==> config.mk <==
export PLATFORM = sky130hd
export DESIGN_NAME = bram_dsp_sequencer
export DESIGN_NICKNAME = d
export VERILOG_FILES = /design/src/rtl/bram_dsp_sequencer.sv
export SDC_FILE = /design/constraint.sdc
export NUM_CORES = 1
export LEC_CHECK = 0
export CAP_MARGIN = 20
export CORE_ASPECT_RATIO = 1.4
export CORE_MARGIN = 4
export CORE_UTILIZATION = 48
export DETAILED_ROUTE_END_ITERATION = 10
export PLACE_DENSITY = 0.83
export SLEW_MARGIN = 20
export SYNTH_ARGS = -nofsm -noshare
export SYNTH_HDL_FRONTEND = slang
export SYNTH_SLANG_ARGS = --single-unit
==> constraint.sdc <==
create_clock -name clk -period 3.9 [get_ports clk]
set_input_delay 0.78 -clock clk [delete_from_list [all_inputs] [get_ports clk]]
set_output_delay 0.78 -clock clk [all_outputs]
set_load 0.01 [all_outputs]
==> src/rtl/bram_dsp_sequencer.sv <==
// Instruction-driven BRAM/DSP burst sequencer: streams len+1 elements from
// BRAM0/BRAM1 through the DSP and writes results back to BRAM1.
module bram_dsp_sequencer #(
   parameter int unsigned AW      = 5,
   parameter int unsigned LW      = 5,
   parameter int unsigned BRAM_AW = 10,
   parameter int unsigned DSP_LAT = 4,
   parameter int unsigned INST_W  = 17 + 3*AW + LW
) (
   input  logic               clk,
   input  logic               rst,
   input  logic [INST_W-1:0]  inst,
   output logic [BRAM_AW-1:0] bram0_addr,
   output logic [BRAM_AW-1:0] bram1_raddr,
   output logic [BRAM_AW-1:0] bram1_waddr,
   output logic [3:0]         bram1_we,
   output logic               bram1_en,
   output logic [4:0]         dsp_inmode,
   output logic [6:0]         dsp_opmode,
   output logic [3:0]         dsp_alumode,
   output logic               busy,
   output logic               done
);

   localparam int unsigned LEN_LO  = 3*AW;
   localparam int unsigned INM_LO  = LEN_LO + LW;
   localparam int unsigned OPM_LO  = INM_LO + 5;
   localparam int unsigned ALU_LO  = OPM_LO + 7;
   localparam int unsigned EXE_BIT = ALU_LO + 4;

   localparam logic [1:0] S_IDLE  = 2'd0;
   localparam logic [1:0] S_RUN   = 2'd1;
   localparam logic [1:0] S_DRAIN = 2'd2;
   localparam logic [1:0] S_DONE  = 2'd3;

   logic [1:0]         state, state_nx;
   logic               execute, last_execute, trigger;
   logic               issue, last_issue;
   logic [AW-1:0]      rd0, rd1, wa;
   logic [LW-1:0]      len_q;
   logic [LW:0]        cnt;
   logic [DSP_LAT-1:0] pipe, pipe_nx;

   assign execute    = inst[EXE_BIT];
   assign trigger    = execute && !last_execute;
   assign issue      = (state == S_RUN);
   assign last_issue = issue && (cnt == (LW+1)'(len_q));
   // Valid pipe shifts toward the MSB; the MSB marks a write-back cycle.
   assign pipe_nx    = DSP_LAT'({pipe, issue});

   assign bram0_addr  = BRAM_AW'(rd0);
   assign bram1_raddr = BRAM_AW'(rd1);
   assign bram1_waddr = BRAM_AW'(wa);
   assign bram1_we    = {4{pipe[DSP_LAT-1]}};
   assign bram1_en    = busy;

   // State register.
   always_ff @(posedge clk or posedge rst) begin
      if (rst) state <= S_IDLE;
      else     state <= state_nx;
   end

   // Next-state logic.
   always_comb begin
      state_nx = state;
      case (state)
         S_IDLE:  if (trigger)          state_nx = S_RUN;
         S_RUN:   if (last_issue)       state_nx = S_DRAIN;
         S_DRAIN: if (pipe_nx == '0)    state_nx = S_DONE;
         S_DONE:  if (!execute)         state_nx = S_IDLE;
         default:                       state_nx = S_IDLE;
      endcase
   end

   // Datapath: latched instruction fields, address counters, valid pipe, status.
   always_ff @(posedge clk or posedge rst) begin
      if (rst) begin
         last_execute <= 1'b0;
         pipe         <= '0;
         busy         <= 1'b0;
         done         <= 1'b0;
         rd0          <= '0;
         rd1          <= '0;
         wa           <= '0;
         len_q        <= '0;
         cnt          <= '0;
         dsp_inmode   <= '0;
         dsp_opmode   <= '0;
         dsp_alumode  <= '0;
      end else begin
         last_execute <= execute;
         pipe         <= pipe_nx;
         busy         <= (state_nx == S_RUN) || (state_nx == S_DRAIN);
         done         <= (state_nx == S_DONE);
         if (state == S_IDLE && trigger) begin
            rd0         <= inst[AW-1:0];
            rd1         <= inst[2*AW-1:AW];
            wa          <= inst[3*AW-1:2*AW];
            len_q       <= inst[INM_LO-1:LEN_LO];
            cnt         <= '0;
            dsp_inmode  <= inst[OPM_LO-1:INM_LO];
            dsp_opmode  <= inst[ALU_LO-1:OPM_LO];
            dsp_alumode <= inst[EXE_BIT-1:ALU_LO];
         end else if (state == S_DONE && !execute) begin
            rd0         <= '0;
            rd1         <= '0;
            wa          <= '0;
            dsp_inmode  <= '0;
            dsp_opmode  <= '0;
            dsp_alumode <= '0;
         end else begin
            if (issue) begin
               rd0 <= rd0 + AW'(1);
               rd1 <= rd1 + AW'(1);
               cnt <= cnt + (LW+1)'(1);
            end
            if (pipe[DSP_LAT-1]) wa <= wa + AW'(1);
         end
      end
   end

endmodule

Word level (Yosys, flattened, before mapping). Cells that the tools add are included.

Reductions and logical operators: 14. Multiplexer cells: 23. Equality and inequality tests: 8. Add/subtract/negate cells: 4.

Operator list (number): $mux W5 (11); $mux W6 (3); $add A5 B1 Y5 const B (3); $mux W7 (2); $eq A2 B2 Y1 const B (4); $mux W2 (4); $mux W4 (2); $pmux W2 S4 (1); $add A6 B1 Y6 const B (1); $eq A6 B5 Y1 (1); $reduce_bool A3 Y1 (2); $eq A2 B1 Y1 const B (2); $logic_and A1 B1 Y1 (4); $logic_not A4 Y1 (1); $reduce_bool A2 Y1 (2); $logic_not A1 Y1 (2); $logic_not A2 Y1 (1); $ne A2 B2 Y1 const B (1); $reduce_and A2 Y1 (1); $logic_or A1 B1 Y1 (1).

Output and inout bits: 53. Register bits after elaboration: 51. Bits of input ports: 39. Word-level logic and storage cells: 62.

Longest topological paths before layout. Gate-level depths: netlist of run 1.

Depth after elaboration: 6. Gate-level depth with buffers: 8. Gate-level depth less buffers: 5.

Least setup slack after synthesis of run 1. Ideal clock, no wire load.

Kind: input -> register. Start: input port inst[36]. End: register busy (netlist: bram1_en). Cell stages on the path: 6. Data arrival time: 1.690 ns. Library setup time: 0.126 ns. Data required time: 3.774 ns. Path buffers: 2. Setup slack: 2.084 ns. Path through: nor4b_4 buf_4 buf_4 a21oi_1 o21ai_0 ha_1.

Longest elaborated chain between the ends: 5. Elaborated cells on any way between the ends: 7. Classes of those cells: eq/ne (2); mux (3); reduce/logical (2).

RTL lines: start, declared (RTL line 12) `input logic [INST_W-1:0] inst,`; $logic_and A1 B1 Y1 (RTL line 45) `assign trigger = execute && !last_execute;`; $mux W2 (RTL line 67) `S_IDLE: if (trigger) state_nx = S_RUN;`; $pmux W2 S4 * (RTL line 66) `case (state)`; $eq A2 B1 Y1 or $eq A2 B2 Y1 (tied branches) (RTL line 93) `busy <= (state_nx == S_RUN) || (state_nx == S_DRAIN);`; $logic_or A1 B1 Y1 * (RTL line 93); end signal, assigned (RTL line 93); end, declared (RTL line 21) `output logic busy,`.

Every way passes the cells marked *; elsewhere a longest branch is shown, timed or not. A chain may end at the register's enable or synchronous reset.

Worst setup path in the final report of run 1. Same ends and word-level chain as after synthesis.

==> reports/results.tsv, run 1 <==
stage	metric	value	unit
placed_design	placed insts	360	
final_layout	Syn-to-layout area delta	32.4	%
final_layout	layout cells sized above 1	7.57	%
synthesis	Syn Area/Cell	10.6	um^2
hold_path	Hold WC Path Type	flip-flop to flip-flop	
timing	hold slack	369	ps
clock_network	clk_lat worst skew	300	ps
route	Final ANT Viol Nets	0	
floorplan	die area	6470	um^2
worst_setup_path	WP data arrival	2540	ps
grt	first-pass GRT wire length	9130	um
final_layout	NumNets Final	347	
synthesis	EDFF count, synth	0	
final_layout	post-route insts no fill	368	
timing	endpoints failing hold	0	
clock_network	CTS Sinks	51	
worst_setup_path	Critical Path End Type	flip-flop	
synthesis	Synth Warn #	0	
clock_network	Num CTS Buffers	5	
route	1st-iter DRT viols	113	
timing	minimum clock period after layout	2370	ps
clock_network	CTS Root Cell	clkbuf_8	
clock_network	CTS max path bufs	2	
floorplan	IO Pins	92	
final_layout	commonest non-fill, non-tap cells in the layout	76 x clkdlybuf4s50_1, 51 x dfrtp_1, 21 x nand2_1	
power_and_ir_drop	P_leak	1.47	nW
job	Max Cap Viol	0	
final_layout	Final Cell Area	3330	um^2
worst_setup_path	kind of critical path	input port to flip-flop	
placed_design	PortBufs	76	
worst_setup_path	critical path cell sequence	clkdlybuf4s50_1, nor4b_4, buf_4, a21oi_1, o21ai_0, ha_1	
grt	largest net degree at the start of global routing	52	
floorplan	# rows	30	
outcome	status	finished clean	
clock_network	H-Tree Depth	2	
route	Total Wirelength	5790	um
timing	Max Fclk	423	MHz
placed_design	GP Congestion	0.795	
grt	initial antenna violation count	0	
timing	post-route clock skew	15.1	ps
worst_setup_path	Startpoint Class	input port	
clock_network	post-CTS setup buffer count	0	
route	vias per cell	5.47	
timing	Max Slew Vio Count	0	
timing	final setup fails	0	
route	via count	2013	
final_layout	Inserted Diodes	0	
grt	vias in the first global route	1837	
clock_network	Worst-path clk slew	100	ps
synthesis	number of library cell types mapped by synthesis	39	
placed_design	placed cell areas	3210	um^2
timing	period utilization	60.6	%
clock_network	post-cts sizing count	0	
timing	RSZ-0062 raised after global routing	false	
floorplan	initial core utilization	50.7	%
placed_design	dpl hpwl	4140	um
route	DRT Pass-1 Iters	4	
route	drt wl/cell	15.7	um
synthesis	Post-Syn Instances	238	
synthesis	Synth Flop Type	dfrtp_1	
floorplan	Die X	69.1	um
floorplan	core area	4950	um^2
grt	All-Layer GR Usage	17.3	%
timing	actual slew at the worst max-slew pin	849	ps
clock_network	# hold bufs at CTS	0	
power_and_ir_drop	Max IR drop VDD	0.456	mV
power_and_ir_drop	Power Density	800	nW/um^2
worst_setup_path	slowest CP cell	clkdlybuf4s50_1	
synthesis	asr flop ratio synth	100	%
synthesis	#FFs+latches synth	51	
timing	max_slew headroom	43.4	%
synthesis	post-synthesis cell area	2510	um^2
worst_setup_path	worst endpoint required time	4080	ps
worst_setup_path	crit path max fanout	38	
final_layout	most common cell after layout, fill and taps aside	clkdlybuf4s50_1	
grt	global route overflow	0	
synthesis	post-synthesis sequential area ratio	50.8	%
worst_setup_path	largest incremental delay on the critical path	590	ps
clock_network	TritonCTS clock tree	built	
route	DRC viols	0	
floorplan	Die H	93.6	um
timing	post-route setup TNS	0	ps
-- worst max-delay path: cells and delay by family --
family / cells / cell delay (ps)
adder cells (fa/ha/maj): 1 / 250
AO/OA/AOI/OAI: 2 / 210
buffers and inverters: 2 / 1020
AND/OR/NAND/NOR: 1 / 280
-- power by group --
part | internal (mW) | total [mW] | switching [mW] | leakage, nW
registers | 0.773 | 1.04 | 0.269 | 0.628
logic | 0.702 | 1.24 | 0.541 | 0.781
clock network | 0.208 | 0.376 | 0.168 | 0.0612
-- metrics by stage --
| stage | utilization (%) | power [mW] | setup WS, ps |
|---|---|---|---|
| after floorplan | - | 1.77 | 1890 |
| after global placement | 64.7 | 2.25 | 1300 |
| after detailed placement | 64.7 | 2.29 | 1210 |
| after CTS | 67.1 | 2.68 | 1530 |
| after global routing | 67.1 | 2.84 | 1380 |
| final | 67.1 | 2.66 | 1530 |
-- kinds of logic after synthesis --
kind of cell    count (synthesis)  share of synthesized area, %
flops                          51                          50.8
compound gates                 65                          18.5
fa+ha+maj                       5                          2.49
buf+inv                        39                          9.46
xor+xnor                        9                          3.14
mux                             6                          2.69
simple gates                   62                          12.7
other cells                     1                         0.149
-- registers in the layout, summed over array words and instances, names as in the netlist --
signal        count
state             2
wa                5
rd0               5
dsp_opmode        7
dsp_alumode       4
bram1_en          1
dsp_inmode        5
len_q             5
pipe              4
cnt               6
rd1               5
last_execute      1
done              1
-- Yosys cell counts, drive strengths merged, types with 3 or more instances --
master / instances / area [um^2]
dfrtp: 51 / 1280
a22o: 19 / 166
and3: 4 / 25.0
nand2b: 5 / 31.3
nand3: 9 / 45.0
xnor2: 4 / 35.0
a21oi: 12 / 60.1
a22oi: 3 / 22.5
a31oi: 3 / 18.8
clkbuf: 4 / 15.0
mux2: 6 / 67.6
nor2: 8 / 30.0
inv: 5 / 18.8
or3: 3 / 18.8
nand2: 21 / 78.8
nor3: 3 / 15.0
a2bb2oi: 3 / 38.8
xor2: 5 / 43.8
o21ai: 13 / 65.1
ha: 5 / 62.6
buf: 30 / 204
nand4: 3 / 18.8
-- final cells by class --
type                    instances  area (um^2)
multi-input cells             162         1060
clock inverters                 2         35.0
fillers                       399         1630
inverters                       5         20.0
well taps                      64         80.1
repair buffers                 78          776
clock buffers                   6         82.6
flip-flops and latches         51         1280
-- per-layer routing --
metal | track usage, % | up-vias | share of wire [%]
li1 | - | 944 | -
met1 | 21.6 | 989 | 40
met2 | 30.4 | 76 | 53
met3 | 4.62 | 4 | 5.9
met4 | 3.26 | 0 | 0.62
met5 | 0 | - | 0
-- final timing paths --
path	startpoint	end	slack (ps)	cells after the start
setup / recovery	inst[36]	bram1_en	1530	6
hold / removal	pipe[0]	pipe[1]	370	0
setup reg to reg	state[0]	bram1_en	1860	4
hold reg to reg	pipe[0]	pipe[1]	370	0
max in group asynchronous	rst	pipe[2]	2440	2
min in group asynchronous	rst	dsp_opmode[5]	940	2
Note: power is estimated with default switching activity, not from simulation.
==> inputs of run 2 (changes only) <==
--- a/config.mk
+++ b/config.mk
@@ -8,9 +8,9 @@
 export CAP_MARGIN = 20
 export CORE_ASPECT_RATIO = 1.4
 export CORE_MARGIN = 4
-export CORE_UTILIZATION = 48
+export CORE_UTILIZATION = 44
 export DETAILED_ROUTE_END_ITERATION = 10
-export PLACE_DENSITY = 0.83
+export PLACE_DENSITY = 0.77
 export SLEW_MARGIN = 20
 export SYNTH_ARGS = -nofsm -noshare
 export SYNTH_HDL_FRONTEND = slang
==> constraint.sdc (replaced) <==
create_clock -name clk -period 2.2 [get_ports clk]
set_input_delay 0.44 -clock clk [delete_from_list [all_inputs] [get_ports clk]]
set_output_delay 0.44 -clock clk [all_outputs]
set_load 0.01 [all_outputs]
==> run 2 against run 1 <==
  * Final cell count up 3.3%
  * Critical path type is now flip-flop to output pin
  * Critical path depth down 5
  * Core utilization down 5.7 points
==> reports/results.tsv, run 2 (synthesis results as in run 1) <==
stage	metric	value	unit	change
worst_setup_path	Setup crit start	pipe[3]		
hold_path	launch point of the worst hold path	pipe[1]		
grt	global route overflow	0		unchanged
grt	initial antenna violation count	0		unchanged
worst_setup_path	critical register-to-register path endpoint	wa[3]		
route	vias per cell	5.38		-1.7%
worst_setup_path	Startpoint Class	flip-flop		
clock_network	# hold bufs at CTS	0		unchanged
hold_path	Hold WC Path Type	flip-flop to flip-flop		
grt	vias in the first global route	2035		+11%
timing	hold slack	386	ps	+17.1 ps
worst_setup_path	critical path cell sequence	clkdlybuf4s50_1		
power_and_ir_drop	Power Density	1390	nW/um^2	+73%
hold_path	Hold Crit Depth	0		unchanged
route	1st-iter DRT viols	118		+4.4%
route	DRC viols	0		unchanged
floorplan	# rows	32		+6.7%
floorplan	Die H	97.4	um	+4.1%
timing	final setup margin	276	ps	-1260 ps
worst_setup_path	WP data arrival	1480	ps	-1060 ps
timing	period utilization	87.5	%	
final_layout	Top reg by flops	dsp_opmode		
placed_design	dpl hpwl	4470	um	+8.0%
final_layout	commonest non-fill, non-tap cells in the layout	76 x clkdlybuf4s50_1, 51 x dfrtp_1, 21 x nand2_1		
placed_design	GP Congestion	0.800		+0.59%
final_layout	Inserted Diodes	0		unchanged
final_layout	post-layout util	61.4	%	-5.7 points
timing	Max Fclk	520	MHz	
worst_setup_path	Buffers & Inverters on Critical Path	1		-1
final_layout	Filler cells	489		+23%
final_layout	largest registers	dsp_opmode (7), cnt (6)		
floorplan	IO Pins	92		unchanged
power_and_ir_drop	Max IR drop VDD	0.753	mV	+65%
route	via count	2043		+1.5%
worst_setup_path	R2R depth	5		+1
route	DRT Pass-1 Iters	4		unchanged
timing	post-route setup TNS	0	ps	unchanged
route	Total Wirelength	5880	um	+1.5%
final_layout	layout cells sized above 1	9.94	%	+2.4 points
worst_setup_path	reg2reg start	state[1]		
worst_setup_path	worst endpoint required time	1760	ps	-2320 ps
clock_network	post-CTS setup buffer count	0		unchanged
power_and_ir_drop	Power, Total	4.71	mW	+77%
clock_network	clk_lat worst skew	310	ps	about the same
placed_design	worst slack at placement	170	ps	-1040 ps
clock_network	post-cts sizing count	0		unchanged
clock_network	CTS max path bufs	2		unchanged
route	drt wl/cell	15.5	um	-1.7%
timing	RSZ-0062 raised after global routing	false		
clock_network	Num CTS Buffers	5		unchanged
clock_network	CTS Root Cell	clkbuf_8		
outcome	status	finished clean		
placed_design	placed insts	372		+3.3%
worst_setup_path	worst reg-to-reg setup slack	420	ps	-1440 ps
clock_network	Worst-path clk slew	100	ps	about the same
floorplan	die area	7000	um^2	+8.2%
placed_design	PortBufs	76		unchanged
timing	endpoints failing hold	0		unchanged
worst_setup_path	Critical Path End Type	output pin		
worst_setup_path	largest incremental delay on the critical path	610	ps	+20 ps
floorplan	core area	5530	um^2	+12%
job	Max Cap Viol	0		unchanged
clock_network	H-Tree Depth	2		unchanged
grt	All-Layer GR Usage	17.3	%	-0.031 points
route	Final ANT Viol Nets	0		unchanged
floorplan	initial core utilization	45.5	%	-5.2 points
worst_setup_path	slowest CP cell	clkdlybuf4s50_1		
clock_network	TritonCTS clock tree	built		
timing	post-route clock skew	9.50	ps	-5.57 ps
floorplan	Die X	71.9	um	+3.9%
final_layout	Syn-to-layout area delta	35.1	%	
final_layout	Final Cell Area	3390	um^2	+2.0%
timing	minimum clock period after layout	1920	ps	
timing	Max Slew Vio Count	0		unchanged
grt	first-pass GRT wire length	9680	um	+6.0%
worst_setup_path	crit path max fanout	10		-74%
final_layout	max reg flops	7		unchanged
clock_network	CTS Sinks	51		unchanged
hold_path	Hold Path End	pipe[2]		
grt	largest net degree at the start of global routing	33		-37%
power_and_ir_drop	P_leak	1.51	nW	+2.6%
timing	final setup fails	0		unchanged
placed_design	placed cell areas	3300	um^2	+2.8%
worst_setup_path	CP delay by family, top	buffers and inverters		
final_layout	post-route insts no fill	380		+3.3%
worst_setup_path	kind of critical path	flip-flop to output pin		
final_layout	most common cell after layout, fill and taps aside	clkdlybuf4s50_1		
final_layout	NumNets Final	355		+2.3%
[run 2: cell types whose count changed in the layout (fill, tap and decap cells not counted), sizes merged]
| cell | previous run | this run |
|---|---|---|
| buf | 2 | 10 |
| bufinv | 1 | 0 |
| inv | 4 | 7 |
| clkinv | 2 | 1 |
| clkbuf | 6 | 5 |
[run 2: power breakdown]
part / internal (mW) / switching, mW / total (mW)
Sequential: 1.37 / 0.471 / 1.84
Clock: 0.234 / 0.328 / 0.562
Combinational: 1.32 / 0.991 / 2.31
Total: 2.92 / 1.79 / 4.71
[run 2: worst max-delay path by stage]
stage	to	depth (start not counted)	slack [ps]
final	bram1_we[0]	1	280
after global routing	bram1_we[1]	1	200
after floorplan	bram1_en	1	530
after detailed placement	rd1[2]	6	170
after global placement	rd1[2]	6	200
after CTS	bram1_we[0]	1	260
[run 2: cell type report]
class	instances	area [um^2]	share of cell area (%)
clock buffer	5	68.8	2.03
clock inverter	3	26.3	0.774
inverter	5	18.8	0.553
multi-input combinational	162	1060	31.2
sequential	51	1280	37.6
tap	68	85.1	2.51
timing repair buffer	86	861	25.4
[run 2: routing by layer]
layer	global-route usage, %	routed length [um]	up-vias
li1	-	-	961
met1	20.4	2220	1001
met2	31.1	3200	75
met3	3.00	369	6
met4	5.64	87	0
met5	0	0	-
